$ cat src/rtl/mb_io_arbiter.sv
// mb_io_arbiter: two-master round-robin arbiter for the MicroBlaze IO bus.
// Each master gets a single-entry holding register. One transaction at a time
// is serialised onto the shared slave port through IDLE -> ISSUE -> WAIT.
// Optional build macro: MB_IO_ARB_TIMEOUT_EN adds a WAIT-state watchdog that
// forces completion after TIMEOUT_CYCLES (reads then return 32'hDEAD_BEEF).
module mb_io_arbiter #(
    parameter int ADDR_W         = 3,
    parameter int TIMEOUT_CYCLES = 255
) (
    input  logic              clk,
    input  logic              reset_n,
    input  logic              M0_IO_Addr_Strobe,
    input  logic              M0_IO_Read_Strobe,
    input  logic              M0_IO_Write_Strobe,
    input  logic [ADDR_W-1:0] M0_IO_Address,
    input  logic [3:0]        M0_IO_Byte_Enable,
    input  logic [31:0]       M0_IO_Write_Data,
    output logic [31:0]       M0_IO_Read_Data,
    output logic              M0_IO_Ready,
    input  logic              M1_IO_Addr_Strobe,
    input  logic              M1_IO_Read_Strobe,
    input  logic              M1_IO_Write_Strobe,
    input  logic [ADDR_W-1:0] M1_IO_Address,
    input  logic [3:0]        M1_IO_Byte_Enable,
    input  logic [31:0]       M1_IO_Write_Data,
    output logic [31:0]       M1_IO_Read_Data,
    output logic              M1_IO_Ready,
    output logic              S_IO_Addr_Strobe,
    output logic              S_IO_Read_Strobe,
    output logic              S_IO_Write_Strobe,
    output logic [ADDR_W-1:0] S_IO_Address,
    output logic [3:0]        S_IO_Byte_Enable,
    output logic [31:0]       S_IO_Write_Data,
    input  logic [31:0]       S_IO_Read_Data,
    input  logic              S_IO_Ready,
    output logic              arb_busy,
    output logic              arb_grant,
    output logic              arb_timeout
);

    typedef enum logic [1:0] {IDLE, ISSUE, WAIT} state_t;
    state_t state, state_nxt;

    // Master-side buses gathered into per-master arrays (index = master)
    logic [1:0]                    m_as, m_rd, m_wr;
    logic [1:0][ADDR_W-1:0]        m_addr;
    logic [1:0][3:0]               m_be;
    logic [1:0][31:0]              m_wdata;
    logic [1:0]                    m_rdy;
    logic [1:0][31:0]              m_rdata;

    // Holding registers
    logic [1:0]                    pend;
    logic [1:0]                    h_rnw;
    logic [1:0][ADDR_W-1:0]        h_addr;
    logic [1:0][3:0]               h_be;
    logic [1:0][31:0]              h_wdata;

    logic last_grant;
    logic gnt_sel;
    logic tmo_hit;
    logic tmo_fire;
    logic done;

    assign m_as    = {M1_IO_Addr_Strobe,  M0_IO_Addr_Strobe};
    assign m_rd    = {M1_IO_Read_Strobe,  M0_IO_Read_Strobe};
    assign m_wr    = {M1_IO_Write_Strobe, M0_IO_Write_Strobe};
    assign m_addr  = {M1_IO_Address,      M0_IO_Address};
    assign m_be    = {M1_IO_Byte_Enable,  M0_IO_Byte_Enable};
    assign m_wdata = {M1_IO_Write_Data,   M0_IO_Write_Data};

    assign M0_IO_Ready     = m_rdy[0];
    assign M1_IO_Ready     = m_rdy[1];
    assign M0_IO_Read_Data = m_rdata[0];
    assign M1_IO_Read_Data = m_rdata[1];

    assign arb_busy = (state != IDLE);
    assign done     = (state == WAIT) && (S_IO_Ready || tmo_hit);
    assign tmo_fire = tmo_hit && !S_IO_Ready;

`ifdef MB_IO_ARB_TIMEOUT_EN
    localparam int CNT_W = ($clog2(TIMEOUT_CYCLES + 1) > 8) ? $clog2(TIMEOUT_CYCLES + 1) : 8;
    localparam logic [CNT_W-1:0] TMO_LIM = CNT_W'(TIMEOUT_CYCLES);
    logic [CNT_W-1:0] tmo_cnt;

    assign tmo_hit = (state == WAIT) && (tmo_cnt == TMO_LIM);

    // Watchdog: count WAIT cycles; the timeout pulse lines up with Mx_IO_Ready
    always_ff @(posedge clk or negedge reset_n) begin
        if (!reset_n) begin
            tmo_cnt     <= '0;
            arb_timeout <= 1'b0;
        end else begin
            arb_timeout <= tmo_fire;
            if (state == ISSUE)
                tmo_cnt <= '0;
            else if (state == WAIT && !tmo_hit)
                tmo_cnt <= tmo_cnt + 1'b1;
        end
    end
`else
    assign tmo_hit     = 1'b0;
    assign arb_timeout = 1'b0;
`endif

    // Round-robin pick: a lone requester wins, a tie goes to the other master
    always_comb begin
        gnt_sel = pend[1];
        if (pend == 2'b11)
            gnt_sel = ~last_grant;
    end

    // Per-master capture: well-formed strobe into an empty slot, freed on completion
    always_ff @(posedge clk or negedge reset_n) begin
        if (!reset_n) begin
            pend    <= '0;
            h_rnw   <= '0;
            h_addr  <= '0;
            h_be    <= '0;
            h_wdata <= '0;
        end else begin
            for (int i = 0; i < 2; i++) begin
                if (done && arb_grant == 1'(i)) begin
                    pend[i] <= 1'b0;
                end else if (m_as[i] && (m_rd[i] ^ m_wr[i]) && !pend[i]) begin
                    pend[i]    <= 1'b1;
                    h_rnw[i]   <= m_rd[i];
                    h_addr[i]  <= m_addr[i];
                    h_be[i]    <= m_be[i];
                    h_wdata[i] <= m_wdata[i];
                end
            end
        end
    end

    // State register
    always_ff @(posedge clk or negedge reset_n) begin
        if (!reset_n) state <= IDLE;
        else          state <= state_nxt;
    end

    // Next-state: IDLE grants, ISSUE lasts one cycle, WAIT holds until done
    always_comb begin
        state_nxt = state;
        case (state)
            IDLE:    if (|pend) state_nxt = ISSUE;
            ISSUE:   state_nxt = WAIT;
            WAIT:    if (done) state_nxt = IDLE;
            default: state_nxt = IDLE;
        endcase
    end

    // Registered slave request on grant, registered master response on completion
    always_ff @(posedge clk or negedge reset_n) begin
        if (!reset_n) begin
            S_IO_Addr_Strobe  <= 1'b0;
            S_IO_Read_Strobe  <= 1'b0;
            S_IO_Write_Strobe <= 1'b0;
            S_IO_Address      <= '0;
            S_IO_Byte_Enable  <= '0;
            S_IO_Write_Data   <= '0;
            arb_grant         <= 1'b0;
            last_grant        <= 1'b1;
            m_rdy             <= '0;
            m_rdata           <= '0;
        end else begin
            S_IO_Addr_Strobe  <= 1'b0;
            S_IO_Read_Strobe  <= 1'b0;
            S_IO_Write_Strobe <= 1'b0;
            m_rdy             <= '0;
            if (state == IDLE && |pend) begin
                arb_grant         <= gnt_sel;
                S_IO_Addr_Strobe  <= 1'b1;
                S_IO_Read_Strobe  <= h_rnw[gnt_sel];
                S_IO_Write_Strobe <= ~h_rnw[gnt_sel];
                S_IO_Address      <= h_addr[gnt_sel];
                S_IO_Byte_Enable  <= h_be[gnt_sel];
                S_IO_Write_Data   <= h_wdata[gnt_sel];
            end
            if (done) begin
                m_rdy[arb_grant] <= 1'b1;
                last_grant       <= arb_grant;
                if (h_rnw[arb_grant])
                    m_rdata[arb_grant] <= tmo_fire ? 32'hDEAD_BEEF : S_IO_Read_Data;
            end
        end
    end

endmodule

$ cat config.mk
export PLATFORM = sky130hd
export DESIGN_NAME = mb_io_arbiter
export DESIGN_NICKNAME = d
export VERILOG_FILES = /design/src/rtl/mb_io_arbiter.sv
export SDC_FILE = /design/constraint.sdc
export NUM_CORES = 1
export LEC_CHECK = 0
export ABC_AREA = 1
export BUFFER_PORTS_ARGS = -buffer_cell sky130_fd_sc_hd__clkbuf_2
export CAP_MARGIN = 20
export CORE_MARGIN = 5
export CORE_UTILIZATION = 52
export DETAILED_ROUTE_END_ITERATION = 8
export GPL_TIMING_DRIVEN = 0
export PLACE_DENSITY = 0.79
export SLEW_MARGIN = 20
export SYNTH_ARGS = -nofsm -noshare
export SYNTH_HDL_FRONTEND = slang
export SYNTH_SLANG_ARGS = --single-unit
$ cat constraint.sdc
create_clock -name clk -period 1.5 [get_ports clk]
set_input_delay 0.075 -clock clk [delete_from_list [all_inputs] [get_ports clk]]
set_output_delay 0.075 -clock clk [all_outputs]
set_load 0.01 [all_outputs]
; ---- Word level (Yosys, flattened, before mapping)
; Index checks and enable logic that the tools add are counted.
[classes]
magnitude_cmp = 3
n_eq_ne = 5
muxes = 27
bitwise_logic = 7
reduce_logical = 20
[op_table]
columns = op, n
row1 = $mux W32, 3
row2 = $bwmux W64, 1
row3 = $demux W32 S1, 1
row4 = $mux W1, 13
row5 = $logic_and A1 B1 Y1, 9
row6 = $mux W4, 2
row7 = $reduce_and A2 Y1, 4
row8 = $mux W2, 3
row9 = $mux W3, 2
row10 = $pmux W2 S3, 1
row11 = $reduce_bool A2 Y1, 3
row12 = $not A1 Y1, 5
row13 = $eq A2 B2 Y1 const B, 2
row14 = $lt A1 B2 Y1 const B, 2
row15 = $ne A2 B2 Y1 const B, 2
row16 = $eq A2 B1 Y1 const B, 1
row17 = $logic_not A1 Y1, 2
row18 = $logic_not A2 Y1, 1
row19 = $reduce_or A2 Y1, 1
row20 = $xor A1 B1 Y1, 2
row21 = $demux W1 S1, 1
row22 = $ge A1 B1 Y1 const B, 1
[word_totals]
ff_bits = 194
in_bits = 119
out_inout_bits = 111
wordCells = 84

; ---- Depth between registers and ports, before layout
; Gate-level depths: netlist of run 1.
[logic_depth]
depth_word = 6
ltp_mapped = 7
depth_no_buf = 6

; ---- Least setup slack after synthesis of run 1
; Ideal clock, no wire load.
[synth_timing]
path_type = register to register
from = register last_grant
to = register S_IO_Write_Strobe
setup_ns = 0.119
arrival_time_ns = 1.133
required_time_ns = 1.381
path_slack_ns = 0.248
path_stages_with_launch = 6
n_path_buf = 1
synth_period_minus_slack_ns = 1.252
cell_sequence = dfstp_2 > nand2_1 > nand2_1 > buf_2 > o21ai_0 > and2_1
[synth_via]
elab_chain_cells = 6
[synth_rtl]
columns = item, line_no
row1 = from (decl), 59  ; logic last_grant;
row2 = from (signal assigned), 182  ; last_grant <= arb_grant;
row3 = $not A1 Y1, 110  ; gnt_sel = ~last_grant;
row4 = $mux W1, 109  ; if (pend == 2'b11)
row5 = $mux W1 (implied by the code) (2 in a row), 175  ; S_IO_Write_Strobe <= ~h_rnw[gnt_sel];
row6 = $not A1 Y1, 175
row7 = $mux W1, 171  ; if (state == IDLE && |pend) begin
row8 = to (signal assigned), 175
row9 = to (decl), 30  ; output logic S_IO_Write_Strobe,
; No other way between the ends. The select of a mux whose other input is x is not followed.
; A chain may end at the register's enable or synchronous reset.

; ---- Worst setup path in the final report of run 1
[layout_timing]
from = register state[1]
to = register m_rdata (netlist bit M0_IO_Read_Data[20])
[layout_via]
elab_chain_cells = 3
[layout_rtl]
columns = item, line_no
row1 = from (decl), 42  ; state_t state, state_nxt;
row2 = from (signal assigned), 139  ; else state <= state_nxt;
row3 = $eq A2 B2 Y1, 78  ; assign done = (state == WAIT) && (S_IO_Ready || tmo_hit);
row4 = $logic_and A1 B1 Y1, 78
row5 = $reduce_and A2 Y1 (no source line), -
row6 = "to (signal, indexed assignment)", 184  ; m_rdata[arb_grant] <= tmo_fire ? 32'hDEAD_BEEF : S_IO_Read_Data;
row7 = to (decl), 50  ; logic [1:0][31:0] m_rdata;
; No other way between the ends.

==> results of run 1 <==
-- metal layers --
metal | global-route usage | vias to the layer above | routed length, um
met1 | 0.348 | 3804 | 9930
li1 | - | 3737 | -
met2 | 0.482 | 365 | 13000
met3 | 0.0831 | 57 | 2080
met4 | 0.0860 | 0 | 614
met5 | 0 | - | 0
-- path summary, 6_finish.rpt --
check	startpoint	slack [ns]	end	depth (start not counted)
worst max-delay path	state[1]$_DFFE_PN0P_	-0.01	M0_IO_Read_Data[20]$_DFFE_PN0P_	7
worst min-delay path	reset_n	0.10	S_IO_Write_Data[23]$_DFFE_PN0P_	2
worst max register to register	state[1]$_DFFE_PN0P_	-0.01	M0_IO_Read_Data[20]$_DFFE_PN0P_	7
worst min register to register	h_wdata[12]$_DFFE_PN0P_	0.47	h_wdata[12]$_DFFE_PN0P_	2
max in group asynchronous	reset_n	0.67	h_wdata[3]$_DFFE_PN0P_	3
min in group clk	M1_IO_Addr_Strobe	0.24	h_wdata[50]$_DFFE_PN0P_	6
-- what timing repair did --
| action | 4_1_cts | 5_1_grt |
|---|---|---|
| pin swaps | 0 | 2 |
| gates cloned | 0 | 0 |
| hold endpoints to repair | 339 | 0 |
| setup buffers | 1 | 1 |
| gates resized for setup | 14 | 81 |
| endpoints found under the setup margin | 141 | 145 |
| hold buffers | 114 | 0 |
-- registers in the layout, indices dropped and copies added (netlist names) --
name and cells:
S_IO_Addr_Strobe 1, M1_IO_Read_Data 32, pend 2, arb_grant 1, S_IO_Read_Strobe 1, state 2, h_rnw 2, h_addr 6
h_wdata 64, S_IO_Byte_Enable 4, S_IO_Address 3, S_IO_Write_Data 32, h_be 8, M0_IO_Read_Data 32, S_IO_Write_Strobe 1, m_rdy 2
last_grant 1
-- synth_stat cells (all sizes together) --
library cell,number
buf,40
nor2,10
a21oi,3
nor3,1
inv,49
o211ai,39
conb,1
clkbuf,25
and2,1
dfrtp,193
dfstp,1
nand4,41
nand2,417
o21ai,68
nand3,42
-- layout make-up --
cell class	instances	share of cell area
Timing Repair Buffer	346	0.206
Multi-Input combinational cell	623	0.246
Inverter	49	0.0161
Clock buffer	23	0.0417
Tap cell	188	0.0205
Buffer	65	0.0326
Clock inverter	9	0.0132
Antenna cell	1	0.000218
Sequential cell	194	0.424
-- where the power goes --
| group | internal, uW | switching (uW) |
|---|---|---|
| combinational | 3250 | 5680 |
| clock | 2930 | 1930 |
| sequential | 7660 | 1460 |
| total | 13800 | 9070 |
-- cells by family (layout without fill, tap and decap cells) --
logic type,count (synthesis),in the layout,share of synthesized area
buffers and inverters,114,492,0.0593
and+or+nand+nor,512,512,0.259
AOI/OAI and AO/OA,110,110,0.0807
other,1,2,0.000464
DFF,194,194,0.601
-- through the flow --
step / power (uW) / std cells / setup TNS, ns / util / area (um2)
6_report: 22900 / 1498 / -0.0127 / 0.753 / 11500
5_1_grt: 24500 / 1497 / -1.17 / 0.753 / 11500
4_1_cts: 22600 / 1496 / 0 / 0.746 / 11300
3_5_place_dp: 17300 / 1349 / -4.10 / 0.626 / 9520
3_3_place_gp: 17000 / 1347 / -639.87 / 0.622 / 9460
2_1_floorplan: 13900 / 931 / 0 / - / 8080
==> impl_metrics.toml, run 1 <==
[clock_tree]
cts_buffers = 17
cts_sinks = 194
clk_pin_slew_ns = 0.07
root_buffer = "clkbuf_16"
cts_tree = "done"
cts_buffer_depth = 2
h-tree-depth = 4
clkLatencyLatePin_ns = 0.43

[floorplan]
rows = 45
fp.dieArea_um2 = 18100
fp.dieW_um = 135
io_pins = 230
design.core.area_um2 = 15200
die_h_um = 135
start_util = 0.532

[sta]
fin_crit_sh = 1.01
fin_worst_skew_ns = 0.00759
clock.fmax_mhz = 661
finalCriticalPeriod_ns = 1.51
finalWorstSetupSlack_ns = -0.0127
tightest_slew_ns = 0.532
rsz0062_at_grt = "true"
hold_slack_ns = 0.101
finalSetupViolCount = 1
drv_slew = 0
slew_headroom = 0.645
finalHoldViolCount = 0

[placed_design]
port-buffer-count = 228
dp_hpwl_um = 16300
place_ws_ns = -0.104
gp_congestion = 0.845

[cells_and_area]
final_cell_mix = "414 x nand2_1, 236 x clkbuf_2, 193 x dfrtp_1"
area_growth_pct = 41.7
layout_commonest_cell = "nand2_1"
multi_input_area_um2 = 2810
fill_cells = 1023
layout-drive-gt1-share = 0.253
nNetsFinal = 1415
seq_area_um2 = 4860

[yosys]
ys_ff_latch = 194
synth_top_cell_by_area = "dfrtp_1"
netlist_instances = 931
seq_area_frac_synth = 0.601
synth.area.top_cells = "dfrtp_1 60%, nand2_1 19%, o211ai_1 3.6%, nand4_1 3.2%, nand3_1 2.6%"
syn-num-nets = 1050
synth_warnings = 0
syn_area_um2 = 8080
syn-mean-instance-area_um2 = 8.68
ys_types = 21
yosys.area.top_type_share = 0.598

[min_path]
worstHoldPathType = "in -> async"

[worst_setup_path]
slowest_stage = "dfrtp_1"
critPathCaptureType = "register"
cp_top_family = "simple AND/OR/NAND/NOR gates"
critPathLaunchType = "register"
crit_buf_inv = 2
crit_top_cell = "nand2_1"
cp_cell_sequence = "nand2_1 > nor2_2 > nand2_4 > buf_8 > clkbuf_4 > o21ai_1 > nand2_1"
worstPathRequired_ns = 1.80
cp_data_arrival_time_ns = 1.81
max_stage_delay_ns = 0.40
crit_fanout = 10
worstSetupPathType = "reg -> reg"

[route]
drc = 0
postRouteWirelength_um = 25700
vias_per_cell = 5.32
drt_iter0_drc = 555
drtAntennaViolNets = 0
wl_per_cell_um = 17.1
first_pass_iters = 6
dr_total_vias = 7963

[power_and_ir_drop]
pwr_density_cell_nw_per_um2 = 2000
p_leak_uw = 0.00630
peakVddDrop_mv = 1.35

[run_status]
status = "complete, but fails checks"
violations = "negative setup slack"

[global_route]
grt_pass1_wl_um = 40500
antenna_found_initial = 0
grt_overflow_total = 0
grt_max_degree = 93
grt_use_total = 0.282
grt_pass1_vias = 7974

[flow_run]
drv_cap = 0
Power figures use the tool's default switching activity.
==> inputs of run 2 (changes only) <==
--- a/config.mk
+++ b/config.mk
@@ -9,10 +9,10 @@
 export BUFFER_PORTS_ARGS = -buffer_cell sky130_fd_sc_hd__clkbuf_2
 export CAP_MARGIN = 20
 export CORE_MARGIN = 5
-export CORE_UTILIZATION = 52
+export CORE_UTILIZATION = 30
 export DETAILED_ROUTE_END_ITERATION = 8
 export GPL_TIMING_DRIVEN = 0
-export PLACE_DENSITY = 0.79
+export PLACE_DENSITY = 0.5
 export SLEW_MARGIN = 20
 export SYNTH_ARGS = -nofsm -noshare
 export SYNTH_HDL_FRONTEND = slang
==> impl_metrics.toml, run 2 (same netlist as run 1, synthesis figures left out) <==
[route]
drtAntennaViolNets = 0
drt_iter0_drc = 386
first_pass_iters = 5
dr_total_vias = 7484
drc = 0
wl_per_cell_um = 16.3
vias_per_cell = 4.53
postRouteWirelength_um = 27000

[placed_design]
dp_hpwl_um = 19000
port-buffer-count = 228
dpl.cell_count = 1502
gp_congestion = 0.758

[cells_and_area]
area_growth_pct = 44.3
largest_reg_flops = 64
seq_area_um2 = 4860
nNetsFinal = 1415
layout-drive-gt1-share = 0.255
layout_commonest_cell = "nand2_1"
final_cells = 1653
top_register = "h_wdata"
multi_input_area_um2 = 2810
fill_cells = 2722
final_cell_mix = "413 x nand2_1, 237 x clkbuf_2, 193 x dfrtp_1"

[worst_setup_path]
worstPathRequired_ns = 1.81
cp_data_arrival_time_ns = 1.77
max_stage_delay_ns = 0.44
cp_cell_sequence = "inv_2 > nand4_1 > buf_4 > buf_6 > clkbuf_4 > o21ai_0 > nand2_1"
critPathLaunchType = "register"
cp_top_family = "buffers and inverters"
crit_buf_inv = 4
crit_fanout = 10
worstSetupPathType = "reg -> reg"
slowest_stage = "dfrtp_1"
critPathCaptureType = "register"

[sta]
fin_crit_sh = 0.977
tightest_slew_ns = 0.671
finalSetupViolCount = 0
finalHoldViolCount = 0
finalCriticalPeriod_ns = 1.47
slew_headroom = 0.551
hold_slack_ns = 0.159
fin_setup_tns_ns = 0
clock.fmax_mhz = 682
rsz0062_at_grt = "true"
drv_slew = 0
fin_worst_skew_ns = 0.0184

[power_and_ir_drop]
peakVddDrop_mv = 0.834
p_total_uw = 22500
pwr_density_cell_nw_per_um2 = 1930
p_leak_uw = 0.00630

[clock_tree]
cts_buffers = 17
cts_sinks = 194
root_buffer = "clkbuf_16"
h-tree-depth = 4
cts_buffer_depth = 2
cts_tree = "done"
clkLatencyLatePin_ns = 0.43
clk_pin_slew_ns = 0.08

[floorplan]
design.core.area_um2 = 26700
fp.dieArea_um2 = 30300
fp.dieW_um = 174
start_util = 0.302
die_h_um = 174
io_pins = 230
rows = 60

[global_route]
grt_use_total = 0.180
antenna_found_initial = 5
grt_overflow_total = 0
gr-max-usage-layer = "met2"
grt_use_met1 = 0.233
use_met2 = 0.309
grt_max_degree = 77
grt_pass1_wl_um = 43900
use_met3 = 0.0496
grt_pass1_vias = 7974

[run_status]
status = "finished, final reports clean"

[min_path]
worstHoldPathType = "in -> async"

[flow_run]
drv_cap = 0
## run 2: cell count changes in the layout (fill, tap and decap cells not counted), moves of 3 or more
cell       previous run  this run
buf_2                22         7
buf_6                 1         7
clkbuf_4              8        14
clkbuf_1             16        11
o21ai_2               6         1
buf_4                13        17
bufinv_16             4         0
inv_8                 0         4
o21ai_0              15        19
clkinv_4              0         3
## run 2: power by group
group / switching [uW] / leakage, uW / internal [uW] / total, uW
Sequential: 1350 / 0.00245 / 7650 / 9000
Combinational: 5640 / 0.00358 / 3410 / 9050
Clock: 2210 / 0.000274 / 2280 / 4490
Total: 9200 / 0.00630 / 13300 / 22500
## run 2: final timing paths
check | startpoint | to | slack, ns | cells past startpoint
min reg2reg | h_be[2]$_DFFE_PN0P_ | h_be[2]$_DFFE_PN0P_ | 0.47 | 2
min in group clk | M0_IO_Addr_Strobe | h_wdata[0]$_DFFE_PN0P_ | 0.23 | 6
max | state[0]$_DFFE_PN0P_ | M1_IO_Read_Data[27]$_DFFE_PN0P_ | 0.03 | 7
max in group asynchronous | reset_n | M0_IO_Read_Data[4]$_DFFE_PN0P_ | 0.24 | 4
max reg2reg | state[0]$_DFFE_PN0P_ | M1_IO_Read_Data[27]$_DFFE_PN0P_ | 0.03 | 7
min | reset_n | S_IO_Write_Data[24]$_DFFE_PN0P_ | 0.16 | 2
## run 2: layout make-up
cell class | instances | share of cell area
inverters | 49 | 0.0160
well taps | 341 | 0.0366
diodes | 3 | 0.000644
multi-input cells | 623 | 0.241
flip-flops and latches | 194 | 0.416
clock buffers | 19 | 0.0388
plain buffers | 65 | 0.0380
clock inverters | 13 | 0.00998
repair buffers | 346 | 0.203
## run 2: per-layer routing
layer,routed length [um],up-vias,part of all wire
met1,12100,3544,0.45
met5,21,-,0.00078
met2,13100,189,0.49
met4,159,4,0.0059
li1,-,3732,-
met3,1630,15,0.060
## run 2: metrics by stage
stage | utilization | area [um2] | setup slack, ns
after floorplan | - | 8080 | 0.248
after global placement | 0.361 | 9650 | -3.75
after detailed placement | 0.363 | 9710 | -0.312
after CTS | 0.429 | 11500 | 0.00340
after global routing | 0.436 | 11700 | -0.0310
final | 0.436 | 11700 | 0.0340
## run 2: what timing repair did
| action | CTS | global route |
|---|---|---|
| resized for setup | 17 | 112 |
| setup buffers | 1 | 1 |
| hold buffers | 114 | 0 |
| pin swaps | 0 | 2 |
| hold endpoints to repair | 198 | 0 |
| setup endpoints to repair | 183 | 212 |
## run 2: worst reg2reg max path: stages, from the launching register on
cell and delay (ns):
dfrtp_1 0.44, inv_2 0.09, nand4_1 0.07, buf_4 0.18, buf_6 0.16, clkbuf_4 0.20
o21ai_0 0.15, nand2_1 0.07
